==> src/rtl/fp_div_pkg.sv <==
// Shared types and helpers for the iterative floating-point divider.
// Holds FSM states, operand classes, flag bit positions and format-derived constants.
package fp_div_pkg;

  typedef enum logic [1:0] {IDLE, DIV, ROUND, DONE} state_t;

  typedef enum logic [2:0] {ZERO, NORMAL, INF, QNAN, SNAN} op_class_t;

  localparam int FLAG_INVALID   = 4;
  localparam int FLAG_DIV_ZERO  = 3;
  localparam int FLAG_OVERFLOW  = 2;
  localparam int FLAG_UNDERFLOW = 1;
  localparam int FLAG_INEXACT   = 0;
  localparam int FLAG_W         = 5;

  // Widest format the helpers can describe; callers truncate to their own width.
  localparam int MAX_W = 128;

  function automatic int fp_bias(input int exp_w);
    return (1 << (exp_w - 1)) - 1;
  endfunction

  function automatic logic [MAX_W-1:0] fp_canon_nan(input int exp_w, input int man_w);
    logic [MAX_W-1:0] v;
    v = '0;
    for (int i = 0; i < exp_w; i++) begin
      v[man_w + i] = 1'b1;
    end
    v[man_w - 1] = 1'b1;
    return v;
  endfunction

endpackage

==> src/rtl/fp_classify.sv <==
// Combinational operand decode: field split and class, with subnormals read as zero.
module fp_classify
  import fp_div_pkg::*;
#(
  parameter int EXP_W = 8,
  parameter int MAN_W = 23
) (
  input  logic [EXP_W+MAN_W:0] x,
  output op_class_t            cls,
  output logic                 sign,
  output logic [EXP_W-1:0]     exp_field,
  output logic [MAN_W:0]       man
);

  logic [MAN_W-1:0] frac;

  assign sign      = x[EXP_W+MAN_W];
  assign exp_field = x[EXP_W+MAN_W-1:MAN_W];
  assign frac      = x[MAN_W-1:0];
  assign man       = {1'b1, frac};

  always_comb begin
    cls = NORMAL;
    if (exp_field == '0) begin
      // Zero exponent covers both true zeros and flushed subnormals.
      cls = ZERO;
    end else if (&exp_field) begin
      if (frac == '0) begin
        cls = INF;
      end else if (frac[MAN_W-1]) begin
        cls = QNAN;
      end else begin
        cls = SNAN;
      end
    end
  end

endmodule

==> src/rtl/fp_div_iter.sv <==
// Iterative IEEE-754 divider: radix-2 non-restoring, one quotient bit per clock,
// round-to-nearest-even, flush-to-zero, valid/ready on both sides.
module fp_div_iter
  import fp_div_pkg::*;
#(
  parameter int EXP_W = 8,
  parameter int MAN_W = 23
) (
  input  logic                 clk,
  input  logic                 rst_n,
  input  logic                 in_valid,
  output logic                 in_ready,
  input  logic [EXP_W+MAN_W:0] a,
  input  logic [EXP_W+MAN_W:0] b,
  output logic                 out_valid,
  input  logic                 out_ready,
  output logic [EXP_W+MAN_W:0] result,
  output logic [4:0]           flags
);

  localparam int W  = EXP_W + MAN_W + 1;
  localparam int RW = MAN_W + 3;
  localparam int EW = EXP_W + 2;
  localparam int CW = $clog2(MAN_W + 3);

  localparam logic [CW-1:0]        LAST_ITER = CW'(MAN_W + 2);
  localparam logic signed [EW-1:0] BIAS_E    = EW'(fp_bias(EXP_W));
  localparam logic signed [EW-1:0] ONE_E     = EW'(1);
  localparam logic signed [EW-1:0] ZERO_E    = EW'(0);
  localparam logic signed [EW-1:0] EXP_MAX   = EW'((1 << EXP_W) - 1);
  localparam logic [W-1:0]         CANON_NAN = W'(fp_canon_nan(EXP_W, MAN_W));
  localparam logic [W-2:0]         INF_MAG   = {{EXP_W{1'b1}}, {MAN_W{1'b0}}};

  state_t state_reg, state_next;
  logic   accept, load_div, load_special;

  op_class_t      a_cls, b_cls;
  logic           a_sign, b_sign, sign_q;
  logic [EXP_W-1:0] a_exp, b_exp;
  logic [MAN_W:0] a_man, b_man;

  logic           is_special;
  logic [W-1:0]   spec_result;
  logic [4:0]     spec_flags;

  logic signed [RW-1:0] rem_reg, rem_shift, rem_step, mb_ext;
  logic [RW-1:0]        quo_reg;
  logic [MAN_W:0]       mb_reg;
  logic [CW-1:0]        cnt_reg;
  logic signed [EW-1:0] exp_reg;
  logic                 sign_reg;

  logic [W-1:0] result_reg, round_result;
  logic [4:0]   flags_reg, round_flags;

  logic                 q_msb, guard, sticky, rem_nz, round_up, carry;
  logic [MAN_W-1:0]     frac_raw, frac_fin;
  logic signed [EW-1:0] exp_norm, exp_fin;

  fp_classify #(.EXP_W(EXP_W), .MAN_W(MAN_W)) u_class_a (
    .x         (a),
    .cls       (a_cls),
    .sign      (a_sign),
    .exp_field (a_exp),
    .man       (a_man)
  );

  fp_classify #(.EXP_W(EXP_W), .MAN_W(MAN_W)) u_class_b (
    .x         (b),
    .cls       (b_cls),
    .sign      (b_sign),
    .exp_field (b_exp),
    .man       (b_man)
  );

  assign sign_q = a_sign ^ b_sign;

  // Special-case decode, first matching rule wins.
  always_comb begin
    is_special  = 1'b1;
    spec_result = '0;
    spec_flags  = '0;
    if (a_cls == QNAN || a_cls == SNAN || b_cls == QNAN || b_cls == SNAN) begin
      spec_result                = CANON_NAN;
      spec_flags[FLAG_INVALID]   = (a_cls == SNAN) || (b_cls == SNAN);
    end else if ((a_cls == ZERO && b_cls == ZERO) || (a_cls == INF && b_cls == INF)) begin
      spec_result                = CANON_NAN;
      spec_flags[FLAG_INVALID]   = 1'b1;
    end else if (a_cls == INF) begin
      spec_result                = {sign_q, INF_MAG};
    end else if (b_cls == ZERO) begin
      spec_result                = {sign_q, INF_MAG};
      spec_flags[FLAG_DIV_ZERO]  = 1'b1;
    end else if (a_cls == ZERO || b_cls == INF) begin
      spec_result                = {sign_q, {(W-1){1'b0}}};
    end else begin
      is_special                 = 1'b0;
    end
  end

  // Non-restoring step: the first iteration compares ma against mb unshifted.
  always_comb begin
    mb_ext    = {2'b00, mb_reg};
    rem_shift = (cnt_reg == '0) ? rem_reg : {rem_reg[RW-2:0], 1'b0};
    rem_step  = rem_reg[RW-1] ? (rem_shift + mb_ext) : (rem_shift - mb_ext);
  end

  // A negative partial remainder is the true remainder minus mb.
  assign rem_nz = rem_reg[RW-1] ? ((rem_reg + mb_ext) != '0) : (rem_reg != '0);

  always_comb begin
    q_msb    = quo_reg[RW-1];
    frac_raw = q_msb ? quo_reg[RW-2:2] : quo_reg[RW-3:1];
    guard    = q_msb ? quo_reg[1] : quo_reg[0];
    sticky   = rem_nz | (q_msb & quo_reg[0]);
    round_up = guard & (sticky | frac_raw[0]);
    // Carry out of the fraction means the significand rounded up to 2.0.
    {carry, frac_fin} = {1'b0, frac_raw} + {{MAN_W{1'b0}}, round_up};
    exp_norm = q_msb ? exp_reg : (exp_reg - ONE_E);
    exp_fin  = carry ? (exp_norm + ONE_E) : exp_norm;

    round_flags = '0;
    if (exp_fin >= EXP_MAX) begin
      round_result                = {sign_reg, INF_MAG};
      round_flags[FLAG_OVERFLOW]  = 1'b1;
      round_flags[FLAG_INEXACT]   = 1'b1;
    end else if (exp_fin <= ZERO_E) begin
      round_result                = {sign_reg, {(W-1){1'b0}}};
      round_flags[FLAG_UNDERFLOW] = 1'b1;
      round_flags[FLAG_INEXACT]   = 1'b1;
    end else begin
      round_result                = {sign_reg, exp_fin[EXP_W-1:0], frac_fin};
      round_flags[FLAG_INEXACT]   = guard | sticky;
    end
  end

  always_ff @(posedge clk or negedge rst_n) begin
    if (!rst_n) begin
      state_reg <= IDLE;
    end else begin
      state_reg <= state_next;
    end
  end

  always_comb begin
    state_next = state_reg;
    case (state_reg)
      IDLE:    if (in_valid) state_next = is_special ? DONE : DIV;
      DIV:     if (cnt_reg == LAST_ITER) state_next = ROUND;
      ROUND:   state_next = DONE;
      DONE:    if (out_ready) state_next = IDLE;
      default: state_next = IDLE;
    endcase
  end

  always_comb begin
    in_ready     = (state_reg == IDLE);
    out_valid    = (state_reg == DONE);
    accept       = in_ready & in_valid;
    load_div     = accept & ~is_special;
    load_special = accept & is_special;
  end

  always_ff @(posedge clk or negedge rst_n) begin
    if (!rst_n) begin
      rem_reg    <= '0;
      quo_reg    <= '0;
      mb_reg     <= '0;
      cnt_reg    <= '0;
      exp_reg    <= '0;
      sign_reg   <= 1'b0;
      result_reg <= '0;
      flags_reg  <= '0;
    end else begin
      if (load_div) begin
        rem_reg  <= {2'b00, a_man};
        quo_reg  <= '0;
        mb_reg   <= b_man;
        cnt_reg  <= '0;
        exp_reg  <= $signed({2'b00, a_exp}) - $signed({2'b00, b_exp}) + BIAS_E;
        sign_reg <= sign_q;
      end
      if (load_special) begin
        result_reg <= spec_result;
        flags_reg  <= spec_flags;
      end
      if (state_reg == DIV) begin
        rem_reg <= rem_step;
        quo_reg <= {quo_reg[RW-2:0], ~rem_step[RW-1]};
        cnt_reg <= cnt_reg + 1'b1;
      end
      if (state_reg == ROUND) begin
        result_reg <= round_result;
        flags_reg  <= round_flags;
      end
    end
  end

  assign result = result_reg;
  assign flags  = flags_reg;

endmodule

==> config.mk <==
export PLATFORM = sky130hd
export DESIGN_NAME = fp_div_iter
export DESIGN_NICKNAME = d
export VERILOG_FILES = /design/src/rtl/fp_div_pkg.sv /design/src/rtl/fp_classify.sv /design/src/rtl/fp_div_iter.sv
export SDC_FILE = /design/constraint.sdc
export NUM_CORES = 1
export LEC_CHECK = 0
export BUFFER_PORTS_ARGS = -buffer_cell sky130_fd_sc_hd__buf_2
export CAP_MARGIN = 20
export CORE_ASPECT_RATIO = 1.5
export CORE_MARGIN = 2
export CORE_UTILIZATION = 40
export CTS_CLUSTER_DIAMETER = 30
export DETAILED_ROUTE_END_ITERATION = 8
export PLACE_DENSITY = 0.6
export SYNTH_ARGS = -nofsm -noshare
export SYNTH_HDL_FRONTEND = slang
export SYNTH_HIERARCHICAL = 1
export SYNTH_SLANG_ARGS = --single-unit
==> constraint.sdc <==
create_clock -name clk -period 6 [get_ports clk]
set_input_delay 0.6 -clock clk [delete_from_list [all_inputs] [get_ports clk]]
set_output_delay 0.6 -clock clk [all_outputs]
set_load 0.03 [all_outputs]
==> flow_summary.ini, run 1 <==
[logic_synthesis]
synthArstFlopShare_pct = 100
ys_seq_area_share_pct = 26.8
syn_nets = 1655
netlist_top_cells_area = dfrtp_1, nand2_1, ha_1, xnor2_1, o21ai_0
yosys.area.top_type_share_pct = 26.8
ys_types = 89
synth_ff_type = dfrtp_1
yosys_register_bits = 131
syn_area_sq_um = 12200
synth_cells = 1515
synth.largest_area_cell = dfrtp_1
ys_warn_count = 6
synth_edf_count = 0
avgSynthCellArea_sq_um = 8.06

[die]
initial_utilization_pct = 40.5
coreArea_sq_um = 30200
num_io_pins = 107
die_x_um = 147
dieArea_sq_um = 32000
rows = 78
die_h_um = 218

[timing]
fin_tns_setup_ps = 0
post-route-min-period_ps = 4570
relSlewSlack_pct = 37.4
setup_viol = 0
worst_pin_slew_ps = 931
rsz0062_at_grt = no
max_freq_mhz = 219
hold_ws_ps = 179
period_share_pct = 76.2
finalClockSkew_ps = 8.12
drv_slew = 0
finalHoldViolCount = 0

[min_path]
min_path_type = primary input to async pin

[clock_network]
htreeDepth = 4
cts_buffers = 17
clk_latency_ps = 450
clock_sinks = 131
cts_setup_buffers = 0
clkSlewWorstSetupHoldPaths_ps = 60
cts_buffer_depth = 2
cts_hold_buf = 0
post_cts_resized = 0
cts_tree = yes
cts-root-buf = clkbuf_16

[place]
port_buffers = 106
place_area_sq_um = 12500
post-place-cells = 1887
dp_hpwl_mm = 26.5
routabilityCongestion = 0.954

[cells_and_area]
stdcell_count = 1921
drive_above_1_share_pct = 14.7
largest_reg_flops = 32
layout.nets = 1646
fillers = 3036
fin_area_sq_um = 13100
syn2layout_area_growth_pct = 7.42

[global_routing]
grt_pass1_vias = 10600
grt_pass1_wl_mm = 54.1
grtUsageTotal_pct = 21.3
antenna_found_initial = 0
grt_overflow = 0
grt_max_degree = 80

[route]
drt-initial-drc-count = 544
drt.antenna.violating_nets = 0
drc_errors = 0
wirelength_mm = 33.9
dr.pass1.iters = 5
drt-wirelength-per-cell_um = 17.7
via_count = 10800
viasPerCell = 5.63

[critical_path]
start_kind = flop
cp_max_fo = 6
crit_required_ps = 6340
arrival_ps = 4910
path_class = flop to flop
end_kind = flop

[job]
drv_cap = 0

[outcome]
status = finished, final reports clean
-- metal layers --
layer	share of wire [%]	GRT usage, %	vias up	routed length (um)
li1	-	-	5363	-
met1	40	23.4	5156	13700
met2	53	39.7	239	17800
met3	2.9	2.36	61	978
met4	4.3	11.8	0	1460
met5	0	0	-	0
-- path summary, 6_finish.rpt --
kind | start | end | slack, ps | depth (start not counted)
min in group clk | b[4] | mb_reg[4] | 370 | 3
max in group asynchronous | rst_n | quo_reg[25] | 4540 | 2
setup reg to reg | mb_reg[2] | rem_reg[24] | 1430 | 14
hold reg to reg | flags[2] | flags[2] | 470 | 1
setup / recovery | mb_reg[2] | rem_reg[24] | 1430 | 14
hold / removal | rst_n | result[6] | 180 | 1
-- logic make-up (layout without fill, tap and decap cells) --
group	count (synthesis)	after routing	share of synthesized area (%)
AND/OR/NAND/NOR	572	572	23.5
AO/OA/AOI/OAI	368	368	20.0
buffers and inverters	193	197	8.33
flip-flops	131	131	26.8
XOR/XNOR	111	111	8.02
adder cells (fa/ha/maj)	72	72	7.56
multiplexers	66	66	5.75
other	2	4	0.0615
-- cells in the mapped netlist (8+ instances only) --
cell type,number
clkbuf_1,59
nand4_1,23
or3_1,10
a211oi_1,11
a21o_1,22
nor2b_1,15
nand3_1,38
and3_1,8
mux2i_1,33
xnor2_1,64
and2_1,13
buf_4,66
o31ai_1,10
a22o_1,21
mux2_2,32
nor2_1,102
dfrtp_1,131
xor2_1,46
nor3_1,35
nand2b_1,9
o21ai_0,105
nand2_1,239
o211ai_1,9
nor4_1,22
inv_1,49
o21a_1,11
ha_1,69
a31oi_1,22
a221o_1,8
a21oi_1,79
-- through the flow --
stage	setup slack, ps	util, %
after floorplan	1450	-
after global placement	1500	41.5
after detailed placement	1460	41.6
after CTS	1400	43.5
after global routing	1030	43.5
final	1430	43.5
-- cell type report --
cell class              count  area (sq um)  share of cell area [%]
flip-flops and latches    131          3280                    25.0
multi-input cells        1191          7940                    60.5
clock inverters            15           158                    1.20
repair buffers            115           624                    4.76
well taps                 400           500                    3.81
diodes                      2          5.00                  0.0381
inverters                  50           188                    1.43
clock buffers              17           425                    3.24
-- critical path, cell delays in order (launching register included) --
cell and delay, ps:
dfrtp_1 440, or4_1 630, nor4_1 680, a21oi_1 170, xnor2_1 170, ha_1 370, a21o_1 200, a21o_1 170
a211o_1 300, a211oi_1 370, o21a_1 180, nor3_1 80, a211oi_1 320, mux2i_1 120, a211o_1 270
-- cell usage in the layout, fill, tap and decap left out, drive strengths merged, types with 22 or more instances in the layout --
cell	n
mux2	33
xor2	46
xnor2	65
a31oi	22
nor2	102
inv	60
nor4	32
a21o	22
nand3	40
nand4	24
buf	115
mux2i	33
nor3	35
dfrtp	131
a21oi	80
ha	69
o21ai	109
nand2	239
Power of run 1 is not shown: default switching activity piles up to over one toggle a cycle in this logic, so the estimate is an artifact.
==> run 2, diff against run 1 <==
Clock period 6 ns to 4.59 ns, I/O delays scaled along.
==> flow_summary.ini, run 2 (same netlist as run 1, synthesis figures left out) <==
[clock_network]
clk_latency_ps = 450
cts_buffers = 17
cts_tree = yes
cts_buffer_depth = 2
htreeDepth = 4
cts_setup_buffers = 0
cts_hold_buf = 0
cts-root-buf = clkbuf_16
post_cts_resized = 0
clock_sinks = 131
clkSlewWorstSetupHoldPaths_ps = 60

[route]
drt.antenna.violating_nets = 0
wirelength_mm = 34.2
viasPerCell = 5.65
drc_errors = 0
dr.pass1.iters = 5
drt-initial-drc-count = 540
drt-wirelength-per-cell_um = 17.7
via_count = 10900

[timing]
worst_pin_slew_ps = 1010
fin_tns_setup_ps = 0
post-route-min-period_ps = 4280
rsz0062_at_grt = no
finalClockSkew_ps = 8.61
finalHoldViolCount = 0
period_share_pct = 93.3
setup_viol = 0
relSlewSlack_pct = 33.0
max_freq_mhz = 234
drv_slew = 0

[critical_path]
end_kind = flop
slowest_stage = nor3b_1
cp_max_fo = 7
crit_required_ps = 4920
r2r-start = mb_reg[1]
arrival_ps = 4610
path_class = flop to flop
reg2reg_to = rem_reg[24]
start_kind = flop
crit_chain = inv_1, ha_1, nor3b_1, nor4b_1, buf_4, a31oi_1, xor2_1, ha_1, a21o_1, a211o_1, a211oi_1, o21a_1, nor3_1, a211oi_1, mux2i_1, a211o_1
r2r_slack_ps = 310
r2r_cells = 16
critPathMaxStageDelay_ps = 470

[place]
routabilityCongestion = 0.955
dp_hpwl_mm = 26.8
port_buffers = 106

[die]
die_h_um = 218
rows = 78
coreArea_sq_um = 30200
dieArea_sq_um = 32000
num_io_pins = 107
die_x_um = 147
initial_utilization_pct = 40.5

[global_routing]
grt_overflow = 0
grt_max_degree = 104
antenna_found_initial = 0
grtUsageTotal_pct = 21.3
grt_pass1_vias = 10500
grt_pass1_wl_mm = 53.9

[cells_and_area]
layout_common_cells = nand2_1, dfrtp_1, o21ai_0, buf_2, nor2_1
largest_reg_flops = 32
syn2layout_area_growth_pct = 8.27
layout.nets = 1654
drive_above_1_share_pct = 15.0
mostFrequentLayoutCell = nand2_1

[job]
drv_cap = 0

[min_path]
min_path_type = primary input to async pin

[outcome]
status = finished, final reports clean
run 2: changes by cell type in the layout (fill, tap and decap cells not counted), sizes merged:
cell      previous run  this run
clkinvlp             1         2
clkinv               3         4
clkbuf              17        21
inv                 60        52
buf                115       123
bufinv               1         2
run 2: worst max-delay path by stage:
stage | startpoint | endpoint | slack (ps) | depth (start not counted)
5_1_grt | cnt_reg[0] | rem_reg[24] | 110 | 17
3_5_place_dp | cnt_reg[1] | rem_reg[24] | 330 | 17
4_1_cts | cnt_reg[1] | rem_reg[24] | 290 | 17
3_3_place_gp | cnt_reg[0] | rem_reg[24] | 370 | 17
2_1_floorplan | cnt_reg[0] | rem_reg[24] | 40 | 15
6_report | mb_reg[1] | rem_reg[24] | 310 | 16
run 2: cell type report:
cell class                 count  area, sq um
clock inverter                10          124
clock buffer                  21          460
timing repair buffer         123          727
fill                        2951        16900
tap                          400          500
inverter                      50          188
multi-input combinational   1191         7940
antenna                        2         5.00
sequential                   131         3280
run 2: metal layers:
layer / vias up / track usage (%) / share of wire [%]
met1: 5246 / 23.5 / 40
met4: 0 / 9.68 / 3.8
met5: - / 0 / 0
met3: 61 / 2.76 / 3.2
li1: 5363 / - / -
met2: 222 / 40.2 / 53
run 2: worst max-delay path: cells and delay by family (launching register included):
kind	cells	cell delay (ps)
fa+ha+maj	2	550
xor+xnor	1	160
mux	1	110
compound gates	7	1730
buf+inv	2	280
simple gates	3	870
flops	1	440
run 2: metrics by stage:
step	hold WS (ps)	instance area (sq um)	setup slack [ps]	util, %	instances
after global placement	457	12600	370	41.9	1895
after detailed placement	476	12600	327	41.9	1895
after global routing	194	13200	112	43.8	1926
final	116	13200	308	43.9	1928
after CTS	159	13200	290	43.8	1926
after floorplan	163	12200	44.8	-	1515
Power of run 2 is left out for the same reason.
